$ cat src/rtl/uart_rx_if.sv
// Host-side bundle of the UART receiver: serial line in, read strobe,
// received byte and status flags out.
interface uart_rx_if;
   logic       rx;
   logic       rd_en;
   logic [7:0] rx_data;
   logic       rx_ready;
   logic       overrun;
   logic       frame_err;
   logic       busy;

   modport slave (
      input  rx, rd_en,
      output rx_data, rx_ready, overrun, frame_err, busy
   );

   modport master (
      output rx, rd_en,
      input  rx_data, rx_ready, overrun, frame_err, busy
   );
endinterface

$ cat src/rtl/uart_rx.sv
// 8N1 UART receiver with mid-bit sampling, glitch rejection on the start bit,
// a single holding register and ready/overrun/framing-error status.
//
// state       | meaning
// ------------+-------------------------------------------------------------
// S_IDLE      | line idle, waiting for rx_s low
// S_START     | half a bit into the start bit, confirm it is still low
// S_DATA      | sampling 8 data bits LSB first at mid-bit
// S_STOP      | sampling the stop bit, commit byte or flag framing error
// S_WAIT_IDLE | stop bit was low (break); wait for the line to return high
module uart_rx #(
   parameter int CLKS_PER_BIT = 16
) (
   input logic clock,
   input logic reset,
   uart_rx_if.slave bus
);

   localparam int CW = (CLKS_PER_BIT > 1) ? $clog2(CLKS_PER_BIT) : 1;
   localparam logic [CW-1:0] HALF_M1 = CW'(CLKS_PER_BIT / 2 - 1);
   localparam logic [CW-1:0] LAST    = CW'(CLKS_PER_BIT - 1);

   typedef enum logic [2:0] {
      S_IDLE,
      S_START,
      S_DATA,
      S_STOP,
      S_WAIT_IDLE
   } state_t;

   state_t          state_q, state_d;
   logic [CW-1:0]   cnt_q, cnt_d;
   logic [2:0]      bit_idx_q, bit_idx_d;
   logic [7:0]      shift_q, shift_d;
   logic [7:0]      rx_data_q, rx_data_d;
   logic            rx_ready_q, rx_ready_d;
   logic            overrun_q, overrun_d;
   logic            frame_err_q, frame_err_d;
   logic            sync1_q, sync1_d;
   logic            sync2_q, sync2_d;
   logic            rx_s;

   assign rx_s = sync2_q;

   always_ff @(posedge clock) begin
      if (reset) begin
         state_q     <= S_IDLE;
         cnt_q       <= '0;
         bit_idx_q   <= '0;
         shift_q     <= '0;
         rx_data_q   <= '0;
         rx_ready_q  <= 1'b0;
         overrun_q   <= 1'b0;
         frame_err_q <= 1'b0;
         sync1_q     <= 1'b1;
         sync2_q     <= 1'b1;
      end else begin
         state_q     <= state_d;
         cnt_q       <= cnt_d;
         bit_idx_q   <= bit_idx_d;
         shift_q     <= shift_d;
         rx_data_q   <= rx_data_d;
         rx_ready_q  <= rx_ready_d;
         overrun_q   <= overrun_d;
         frame_err_q <= frame_err_d;
         sync1_q     <= sync1_d;
         sync2_q     <= sync2_d;
      end
   end

   always_comb begin
      state_d     = state_q;
      cnt_d       = cnt_q;
      bit_idx_d   = bit_idx_q;
      shift_d     = shift_q;
      rx_data_d   = rx_data_q;
      rx_ready_d  = rx_ready_q & ~bus.rd_en;
      overrun_d   = overrun_q & ~bus.rd_en;
      frame_err_d = 1'b0;
      sync1_d     = bus.rx;
      sync2_d     = sync1_q;

      case (state_q)
         S_IDLE: begin
            if (!rx_s) begin
               state_d = S_START;
               cnt_d   = '0;
            end
         end
         S_START: begin
            if (cnt_q == HALF_M1) begin
               cnt_d = '0;
               if (!rx_s) begin
                  state_d   = S_DATA;
                  bit_idx_d = '0;
               end else begin
                  state_d = S_IDLE;
               end
            end else begin
               cnt_d = cnt_q + 1'b1;
            end
         end
         S_DATA: begin
            if (cnt_q == LAST) begin
               cnt_d              = '0;
               shift_d[bit_idx_q] = rx_s;
               bit_idx_d          = bit_idx_q + 3'd1;
               if (bit_idx_q == 3'd7) state_d = S_STOP;
            end else begin
               cnt_d = cnt_q + 1'b1;
            end
         end
         S_STOP: begin
            if (cnt_q == LAST) begin
               cnt_d = '0;
               if (rx_s) begin
                  rx_data_d  = shift_q;
                  rx_ready_d = 1'b1;
                  // a read on the same edge consumes the old byte, so no overrun
                  if (rx_ready_q && !bus.rd_en) overrun_d = 1'b1;
                  state_d = S_IDLE;
               end else begin
                  frame_err_d = 1'b1;
                  state_d     = S_WAIT_IDLE;
               end
            end else begin
               cnt_d = cnt_q + 1'b1;
            end
         end
         S_WAIT_IDLE: begin
            if (rx_s) state_d = S_IDLE;
         end
         default: state_d = S_IDLE;
      endcase
   end

   assign bus.rx_data   = rx_data_q;
   assign bus.rx_ready  = rx_ready_q;
   assign bus.overrun   = overrun_q;
   assign bus.frame_err = frame_err_q;
   assign bus.busy      = (state_q != S_IDLE);

endmodule

$ cat src/flat_wrapper.sv
// flat-port wrapper written by rule: the top's interface ports become plain ports
module uart_rx_flat 
#(
   parameter int CLKS_PER_BIT = 16
)
  (clock, reset, bus_rx, bus_rd_en, bus_rx_data, bus_rx_ready, bus_overrun, bus_frame_err, bus_busy);
  uart_rx_if bus_i ();
  input logic clock;
  input logic reset;
  input wire logic [$bits(bus_i.rx)-1:0] bus_rx;
  input wire logic [$bits(bus_i.rd_en)-1:0] bus_rd_en;
  output wire logic [$bits(bus_i.rx_data)-1:0] bus_rx_data;
  output wire logic [$bits(bus_i.rx_ready)-1:0] bus_rx_ready;
  output wire logic [$bits(bus_i.overrun)-1:0] bus_overrun;
  output wire logic [$bits(bus_i.frame_err)-1:0] bus_frame_err;
  output wire logic [$bits(bus_i.busy)-1:0] bus_busy;
  assign bus_i.rx = bus_rx;
  assign bus_i.rd_en = bus_rd_en;
  assign bus_rx_data = bus_i.rx_data;
  assign bus_rx_ready = bus_i.rx_ready;
  assign bus_overrun = bus_i.overrun;
  assign bus_frame_err = bus_i.frame_err;
  assign bus_busy = bus_i.busy;
  uart_rx #(.CLKS_PER_BIT(CLKS_PER_BIT)) u_core (.clock(clock), .reset(reset), .bus(bus_i));
endmodule
$ cat config.mk
export PLATFORM = sky130hd
export DESIGN_NAME = uart_rx_flat
export DESIGN_NICKNAME = d
export VERILOG_FILES = /design/src/rtl/uart_rx_if.sv /design/src/rtl/uart_rx.sv /design/src/flat_wrapper.sv
export SDC_FILE = /design/constraint.sdc
export NUM_CORES = 1
export LEC_CHECK = 0
export ABC_AREA = 1
export CORE_AREA = 10 10 64 66
export DETAILED_ROUTE_END_ITERATION = 8
export DIE_AREA = 0 0 74 76
export PLACE_DENSITY = 0.73
export SETUP_SLACK_MARGIN = 0.2
export SLEW_MARGIN = 10
export SYNTH_ARGS = -nofsm -noshare
export SYNTH_HDL_FRONTEND = slang
export SYNTH_SLANG_ARGS = --single-unit
$ cat constraint.sdc
create_clock -name clock -period 1.98 [get_ports clock]
set_input_delay 0.396 -clock clock [delete_from_list [all_inputs] [get_ports clock]]
set_output_delay 0.396 -clock clock [all_outputs]
set_load 0.03 [all_outputs]
Yosys cells after proc, flatten, opt, wreduce, memory -nomap -nowiden
Cells that the tools add are included.
{"block": "word_totals", "regBits": 31, "elab_cells": 75, "in_bits": 4, "output_inout_bits": 12}
{"block": "classes", "add_sub_neg": 2, "bitwise_logic": 5, "eq_ne": 14, "n_reduce_logical": 14, "order_cmp": 2, "n_mux": 28}
{"cell": "3-bit two-way mux", "n": 10}
{"cell": "3-bit one-hot mux with 5 select lines", "n": 1}
{"cell": "4-bit two-way mux", "n": 3}
{"cell": "4-bit one-hot mux with 3 select lines", "n": 1}
{"cell": "2-bit by 1-bit != test with 1-bit output, second input constant", "n": 5}
{"cell": "1-bit two-way mux", "n": 9}
{"cell": "8-bit bitwise mux", "n": 1}
{"cell": "3-bit by 2-bit == test with 1-bit output, second input constant", "n": 2}
{"cell": "3-bit == test, second input constant", "n": 2}
{"cell": "3-bit one-hot mux with 2 select lines", "n": 1}
{"cell": "6-bit AND reduction", "n": 1}
{"cell": "3-bit nonzero test", "n": 2}
{"cell": "4-bit by 1-bit adder with 4-bit output, second input constant", "n": 1}
{"cell": "4-bit by 3-bit == test with 1-bit output, second input constant", "n": 1}
{"cell": "4-bit == test, second input constant", "n": 1}
{"cell": "3-bit by 4-bit less-than comparator with 1-bit output, second input constant", "n": 1}
{"cell": "2-bit != test, second input constant", "n": 2}
{"cell": "2-bit AND reduction", "n": 2}
{"cell": "4-bit AND reduction", "n": 1}
{"cell": "3-bit by 1-bit adder with 3-bit output, second input constant", "n": 1}
{"cell": "1-bit demux with 3-bit select", "n": 1}
{"cell": "3-bit by 1-bit == test with 1-bit output, second input constant", "n": 1}
{"cell": "3-bit by 1-bit greater-or-equal comparator with 1-bit output, second input constant", "n": 1}
{"cell": "3-bit logical NOT", "n": 1}
{"cell": "other kinds (9)", "n": 13}

Longest topological paths before layout
Gate-level depths: netlist of run 1.
{"block": "depth", "word_depth": 6, "ltp_mapped": 10, "mapped_depth_nobuf": 10}

Least setup slack after synthesis of run 1
OpenSTA, ideal clock, no wires.
{"block": "synth_path", "path_kind": "reg-to-reg", "from": "register u_core.cnt_q[0]", "to": "register u_core.bit_idx_q[0]", "setup_ns": 0.132, "path_buffers": 0, "stages_incl_launch_ff": 9, "path_slack_ns": 0.634, "synth_period_minus_slack_ns": 1.346, "arrival_time_ns": 1.215, "required_time_ns": 1.848, "path_cell_list": "dfxtp_1 -> ha_1 -> nand2_2 -> nor2_2 -> nor2_1 -> nor2_2 -> nand2_1 -> nand2_1 -> a21oi_1"}
{"block": "synth_between", "elab_chain_len": 3, "elab_cells_between_ends": 5, "classes_between": "4 x eq/ne; 1 x reduce/logical"}
{"element": "from (decl)", "line": "uart_rx.sv:32", "rtl": "logic [CW-1:0] cnt_q, cnt_d;"}
{"element": "from (signal assigned)", "line": "uart_rx.sv:59", "rtl": "cnt_q <= cnt_d;"}
{"element": "4-bit == test or 4-bit by 3-bit == test with 1-bit output (tied branches)", "line": "uart_rx.sv:104, uart_rx.sv:91"}
{"element": "2-bit by 1-bit != test with 1-bit output (no source line)"}
{"element": "4-bit AND reduction (no source line) (*)"}
{"element": "to (signal assigned)", "line": "uart_rx.sv:60", "rtl": "bit_idx_q <= bit_idx_d;"}
{"element": "to (decl)", "line": "uart_rx.sv:33", "rtl": "logic [2:0] bit_idx_q, bit_idx_d;"}
Mark *: on every way between the ends. The rest lies on a longest branch, timed or not.
A chain may end at the register's enable or synchronous reset.

Worst setup path after layout of run 1
{"block": "layout_path", "from": "register u_core.rx_data_q[3] (netlist: u_core.bus.rx_data[3])", "to": "output bus_rx_data[3]"}
{"element": "from (decl)", "line": "uart_rx.sv:35", "rtl": "logic [7:0] rx_data_q, rx_data_d;"}
{"element": "from (signal assigned)", "line": "uart_rx.sv:62", "rtl": "rx_data_q <= rx_data_d;"}
{"element": "to (decl)", "line": "flat_wrapper.sv:12", "rtl": "output wire logic [$bits(bus_i.rx_data)-1:0] bus_rx_data;"}
No word-level cell between the ends.

==> results.cfg, run 1 <==
[logic_synthesis]
synthFlopType = dfxtp_1
ys_top_cells_by_area = dfxtp_1 (45%), nand2_1 (9.2%), nor2_1 (9.2%)
synth.top_cell.area_share = 0.4493
async_flop_share = 0
ys_seq_area_frac = 0.4493
syn_inst = 188
synth_area_per_cell_um2 = 7.347
yosysUniqueCellTypes = 27
synthTopCellsByCount = nand2_1 (34), nor2_1 (34), dfxtp_1 (31)
synth-seq-cells = 31
ys_warn_count = 0
synth_top_area_cell = dfxtp_1
syn_nets = 195
synth-edff-count = 0
syn-cell-area_um2 = 1381

[timing]
tns_ns = 0
min_period_ns = 1.719
hold_ws_ns = 0.4129
hold_violations = 0
final-setup-viol-count = 0
max_freq_ghz = 0.5818
rsz0062_at_grt = false
drv_slew = 0
max-slew-margin-rel = 0.7813
worst_pin_slew_ns = 0.3269
finalCritPeriodShare = 0.8681
fin_skew_ns = 0.008692

[hold_path]
hold_class = register to register
worstHoldStart = u_core.sync1_q

[floorplanning]
die_w_um = 74
ios = 16
fp.dieH_um = 76
core_area_um2 = 2928
rows = 20
die-area_um2 = 5624
start_util = 0.4718

[clock_network]
clk_pin_slew_ns = 0.09
clock_path_buffers = 2
worstSkewPairLatency_ns = 0.32
cts-buffers-inserted = 5
cts_setup_buffers = 0
clock_sinks = 31
cts_root_buf = clkbuf_4
h-tree-depth = 2
cts_tree = done

[power]
p_leak_uw = 0.0007355
fin_total_pwr_uw = 1407
ir_worst_vdd_mv = 0.4802
p_per_area_nw_per_um2 = 856.5

[worst_setup_path]
path_cells = clkdlybuf4s50_1
crit_start = u_core.bus.rx_data[3]
cp_top_family = buffers and inverters
cp_num_buf_inv = 1
cp_max_fo = 2
crit_type = register to output port
cp_slowest_cell = clkdlybuf4s50_1
slowest_delay_ns = 0.67
cp-end-kind = output port
r2r-start = u_core.cnt_q[0]
crit_arrival_ns = 1.32
worst_setup_path_start_kind = register
crit_required_ns = 1.58

[drt]
num_vias = 1224
route.detailed.drc = 0
post_drt_wl_per_cell_um = 11.01
drt_first_pass_iters = 4
ant_nets = 0
wl_um = 2676
viasPerCell = 5.037
initialDrtViolationCount = 56

[global_route]
antenna_found_initial = 0
grt_max_degree = 20
grt.overflow.total = 0
grt_use_total = 0.1006
grt_pass1_vias = 1155
grt_pass1_wl_um = 4733

[finish]
drive_above_1_share = 0.1238
num_antenna_cells = 0
area_delta_synth_final_pct = 18.93
nFillCells = 280
final_nets = 217

[job]
drv_cap = 0

[place]
port_buffers = 15
gp_congestion = 0.8987
dp_hpwl_um = 2067

[run_status]
status = completed
cells in the final DEF (no fill, tap or decap), types with 2 or more instances in the layout:
cell	n
inv_2	2
dfxtp_1	31
o21ai_0	15
nor2_1	33
nand2_2	3
ha_1	3
inv_1	18
or2_2	2
nor3_1	4
clkdlybuf4s50_1	10
buf_4	4
nand3_1	7
a31oi_1	2
clkbuf_4	5
a21oi_1	16
nor2_2	4
nand2_1	34
dlygate4sd2_1	2
dlymetal6s2s_1	3
where the power goes:
part,internal [uW],leakage (uW),switching [uW]
Clock,164,0.0000341,199
Sequential,654,0.000251,41.1
Combinational,120,0.000451,228
Total,939,0.000736,468
state kept, by name, summed over array words and instances, names as in the netlist, 3 cells and up:
signal and cells:
u_core.bit_idx_q 3, u_core.bus.rx_data 8, u_core.cnt_q 4, u_core.shift_q 8
u_core.state_q 3
worst paths after layout:
| path | depth (start not counted) | to | slack [ns] |
|---|---|---|---|
| setup reg to reg | 6 | u_core.bus.rx_data[2] | 0.40 |
| hold / removal | 1 | u_core.rx_s | 0.41 |
| setup / recovery | 1 | bus_rx_data[3] | 0.26 |
| hold reg to reg | 1 | u_core.rx_s | 0.41 |
per-stage QoR:
step | cell area [um2] | util | setup slack (ns) | instances
final | 1643 | 0.5611 | 0.2612 | 243
after global routing | 1643 | 0.5611 | 0.2001 | 243
after CTS | 1633 | 0.5577 | 0.2016 | 243
after detailed placement | 1579 | 0.5393 | 0.3345 | 236
after global placement | 1579 | 0.5393 | 0.3830 | 236
after floorplan | 1381 | - | 0.6337 | 188
what timing repair did:
action                     CTS  global route
setup endpoints to repair    2            10
resized for setup            2             4
pin swaps                    0             1
hold buffers                 0             0
hold endpoints to repair     0             0
cell type report:
class / instances / area (um2) / share of cell area
flip-flops and latches: 31 / 620.6 / 0.3778
well taps: 33 / 41.29 / 0.02513
clock inverters: 1 / 5.005 / 0.003046
repair buffers: 19 / 185.2 / 0.1127
multi-input cells: 133 / 664.4 / 0.4044
clock buffers: 6 / 51.30 / 0.03123
inverters: 20 / 75.07 / 0.04570
logic make-up after synthesis:
family          after synthesis  share of synthesized area
fa+ha+maj                     3                    0.02718
buf+inv                      24                    0.07155
simple gates                 93                     0.3080
compound gates               37                     0.1440
flops                        31                     0.4493
layer usage:
layer | vias to the layer above | global-route usage | wire (um)
met4 | 0 | 0.02799 | 31
met5 | - | 0 | 0
met2 | 17 | 0.1621 | 1258
li1 | 655 | - | -
met1 | 548 | 0.1181 | 1253
met3 | 4 | 0.04036 | 132
No activity file was read; power rests on OpenSTA's default activity.
==> run 2: changes to the inputs <==
--- a/config.mk
+++ b/config.mk
@@ -7,4 +7,5 @@
 export LEC_CHECK = 0
 export ABC_AREA = 1
+export CAP_MARGIN = 10
 export CORE_AREA = 10 10 64 66
 export DETAILED_ROUTE_END_ITERATION = 8
==> constraint.sdc (replaced) <==
create_clock -name clock -period 1.98 [get_ports clock]
set_input_delay 0.198 -clock clock [delete_from_list [all_inputs] [get_ports clock]]
set_output_delay 0.198 -clock clock [all_outputs]
set_load 0.05 [all_outputs]
==> results.cfg, run 2 (synthesized netlist as in run 1, its figures left out) <==
[drt]
wl_um = 2807
initialDrtViolationCount = 76
viasPerCell = 5.157
num_vias = 1248
ant_nets = 0
route.detailed.drc = 0
drt_first_pass_iters = 4
post_drt_wl_per_cell_um = 11.60

[worst_setup_path]
path_cells = clkdlybuf4s50_1
crit_type = register to output port
crit_required_ns = 1.78
cp_top_family = buffers and inverters
crit_arrival_ns = 1.49
cp-end-kind = output port
cp_slowest_cell = clkdlybuf4s50_1
cp_max_fo = 2
cp_num_buf_inv = 1
slowest_delay_ns = 0.81
worst_setup_path_start_kind = register

[floorplanning]
ios = 16
core_area_um2 = 2928
fp.dieH_um = 76
start_util = 0.4718
rows = 20
die-area_um2 = 5624
die_w_um = 74

[timing]
worst_slack_ns = 0.2891
fin_skew_ns = 0.01013
tns_ns = 0
max-slew-margin-rel = 0.6542
min_period_ns = 1.691
rsz0062_at_grt = false
finalCritPeriodShare = 0.8540
worst_pin_slew_ns = 0.5182
final-setup-viol-count = 0
drv_slew = 0
max_freq_ghz = 0.5914
hold_violations = 0

[power]
ir_worst_vdd_mv = 0.6426
p_leak_uw = 0.0006690
p_per_area_nw_per_um2 = 876.7

[run_status]
status = completed

[finish]
layout.cells.non_filler = 242
final_cell_mix = nor2_1 (34), nand2_1 (34), dfxtp_1 (31), inv_1 (18), a21oi_1 (16)
post-route-util = 0.5556
regArea_um2 = 620.6
multi_input_area_um2 = 661.9
num_antenna_cells = 0
nFillCells = 279
area_delta_synth_final_pct = 17.75
final_nets = 216
drive_above_1_share = 0.1148
final_area_um2 = 1627

[clock_network]
cts_root_buf = clkbuf_4
h-tree-depth = 2
cts_setup_buffers = 0
worstSkewPairLatency_ns = 0.32
clock_path_buffers = 2
cts_tree = done
clock_sinks = 31
clk_pin_slew_ns = 0.09
cts-buffers-inserted = 5

[place]
dp_hpwl_um = 2093
port_buffers = 15
dpl_cell_area_um2 = 1572
post-place-ws_ns = 0.3217
gp_congestion = 0.8644
placed_cells = 235

[global_route]
grt_use_total = 0.1079
grt_pass1_vias = 1191
grt_max_degree = 20
antenna_found_initial = 0
grt.overflow.total = 0
grt_pass1_wl_um = 5002

[hold_path]
hold_class = register to register

[job]
drv_cap = 0
run 2: metal layers:
layer  vias to the layer above  global-route usage  wire length, um
met1                       562              0.1292             1291
li1                        655                   -                -
met4                         0             0.05224               23
met3                         2             0.03776              174
met5                         -                   0                0
met2                        29              0.1647             1318
run 2: final timing paths:
kind,slack [ns],startpoint,to,cells past startpoint
hold reg to reg,0.42,u_core.sync1_q,u_core.rx_s,1
setup reg to reg,0.36,u_core.cnt_q[0],u_core.bus.rx_data[1],6
hold / removal,0.42,u_core.sync1_q,u_core.rx_s,1
setup / recovery,0.29,u_core.bus.rx_data[7],bus_rx_data[7],1
run 2: cell type report:
cell class,count,share of cell area
timing repair buffer,18,0.1054
clock inverter,1,0.003077
tap,33,0.02538
multi-input combinational,133,0.4069
clock buffer,6,0.03154
sequential,31,0.3815
inverter,20,0.04615
run 2: stage by stage:
step | hold WS (ns) | power (uW)
after floorplan | 0.3018 | 992.6
after global placement | 0.3979 | 1073
after detailed placement | 0.4043 | 1085
after CTS | 0.4241 | 1431
after global routing | 0.4487 | 1521
final | 0.4243 | 1426
run 2: power breakdown:
| part | switching (uW) | leakage (uW) | internal [uW] |
|---|---|---|---|
| Clock | 197 | 0.0000341 | 164 |
| Combinational | 254 | 0.000384 | 116 |
| Sequential | 40.6 | 0.000251 | 654 |
| Total | 491 | 0.000669 | 935 |
run 2: repair_timing:
action / in CTS / in global routing
setup endpoints to repair: 1 / 6
resized for setup: 1 / 0
hold buffers: 0 / 0
pin swaps: 0 / 1
==> patch (config.mk and constraints of run 1) <==
`CLKS_PER_BIT` is set to 16 in 2 places; all go to 32.
--- a/src/rtl/uart_rx.sv
+++ b/src/rtl/uart_rx.sv
@@ -9,7 +9,7 @@
 // S_STOP      | sampling the stop bit, commit byte or flag framing error
 // S_WAIT_IDLE | stop bit was low (break); wait for the line to return high
 module uart_rx #(
-   parameter int CLKS_PER_BIT = 16
+   parameter int CLKS_PER_BIT = 32
 ) (
    input logic clock,
    input logic reset,
--- a/src/flat_wrapper.sv
+++ b/src/flat_wrapper.sv
@@ -1,7 +1,7 @@
 // flat-port wrapper written by rule: the top's interface ports become plain ports
 module uart_rx_flat 
 #(
-   parameter int CLKS_PER_BIT = 16
+   parameter int CLKS_PER_BIT = 32
 )
   (clock, reset, bus_rx, bus_rd_en, bus_rx_data, bus_rx_ready, bus_overrun, bus_frame_err, bus_busy);
   uart_rx_if bus_i ();
Formal check against the unedited RTL: no difference found for any inputs over 10 cycles, from zero or initial values and one cycle with reset high; that may be too few to reach the edited logic, so the function may still have changed.
==> patch against run 1 <==
- synthesized area increased by 13%
- routed wire length increased by 20%
- setup slack got worse by 0.0067 ns
- sequential cell count increased by 1
- final area increased by 11%
- critical endpoint is now bus_overrun
Power is not compared: it rests on default switching activity, and its combinational part moved more than twofold at a synthesized area within 25%.
==> patch: results (changes against run 1) <==
metric	value	unit	change
RR Startpoint	u_core.cnt_q[1]		
first-pass GRT wire length	5354	µm	+13%
Place WS	0.2264	ns	-0.1081 ns
met3 Use GR	4.557	%	+0.52 points
met2 Track Usage GR	19.45	%	+3.2 points
Yosys top cell area share	41.06	%	-3.9 points
Crit. Startpoint	u_core.bus.overrun		
Seq/Total Area, Yosys	41.06	%	-3.9 points
GP Congestion	0.8281		-7.9%
worst reg2reg path depth	11		+5
Worst Min Path Start	u_core.sync1_q		
Resized Gates After CTS	3		+1
Post-Synth Adder-Cell Area	5.613	%	+2.9 points
Post-synth top cells	nor2_1, dfxtp_1, nand2_1		
DR vias/cell	5.104		+1.3%
met1 Use GR	12.60	%	+0.80 points
largest net degree at the start of global routing	23		+15%
fill count	291		+3.9%
Post-Place Cells	260		+10%
Nets	246		+13%
Initial Util	53.29	%	+6.1 points
wire per inst	11.94	µm	+8.4%
share of cells above drive strength 1	14.89	%	+2.5 points
Compound-Gate Fraction of Synth Area	11.31	%	-3.1 points
Post-Synthesis Cells	213		+13%
Crit path arrival time	1.33	ns	
wire length on met3	178	µm	+35%
DP Area	1744	µm²	+10%
status	completed		
R2R Path End	u_core.state_q[2]		
Distinct cells, synth	28		+3.7%
Area contributors post-synth	dfxtp_1, nor2_1, nand2_1		
final hold slack	0.4162	ns	+0.003277 ns
syn_nets	224		+15%
Worst Tran Pin Value	0.3198	ns	-0.007127 ns
worst reg-to-reg setup slack	0.30	ns	-0.10 ns
met2 WL post-DR	1578	µm	+25%
DPL Wire Length	2355	µm	+14%
area of the multi-input gates	790.8	µm²	+19%
drt initial violations	83		+48%
ys async rst share	0	%	unchanged
number of global-route vias before repair	1253		+8.5%
WL met1	1380	µm	+10%
patch: changes by cell type in the layout (fill, tap and decap cells not counted), moves of 2 or more:
cell and delta:
nand3_1 +6, nor2_1 +7, nor3_1 +4, a21oi_1 -4
buf_4 +2, ha_1 +3, o21ai_0 +4, inv_1 +3
nor2_4 +2, nand2_1 -4, a31oi_1 -2, nand3_2 +3
nand2_4 +2
patch: cell type report:
type	count	area share, %
clock buffers	6	2.271
clock inverters	1	0.2753
inverters	24	5.162
multi-input cells	151	43.50
flip-flops and latches	32	35.51
well taps	33	2.271
repair buffers	21	11.01
patch: how the worst max path moves through the flow:
stage	end	slack [ns]	depth (start not counted)
floorplan	u_core.state_q[2]	0.37	11
global placement	bus_busy	0.22	3
detailed placement	u_core.shift_q[6]	0.23	8
CTS	u_core.shift_q[6]	0.21	8
global route	u_core.state_q[2]	0.15	11
finish	bus_overrun	0.25	1
patch: power by group:
group	internal (W)	switching, W
Combinational	0.000298	0.000546
Sequential	0.000702	0.0000636
Clock	0.000131	0.000209
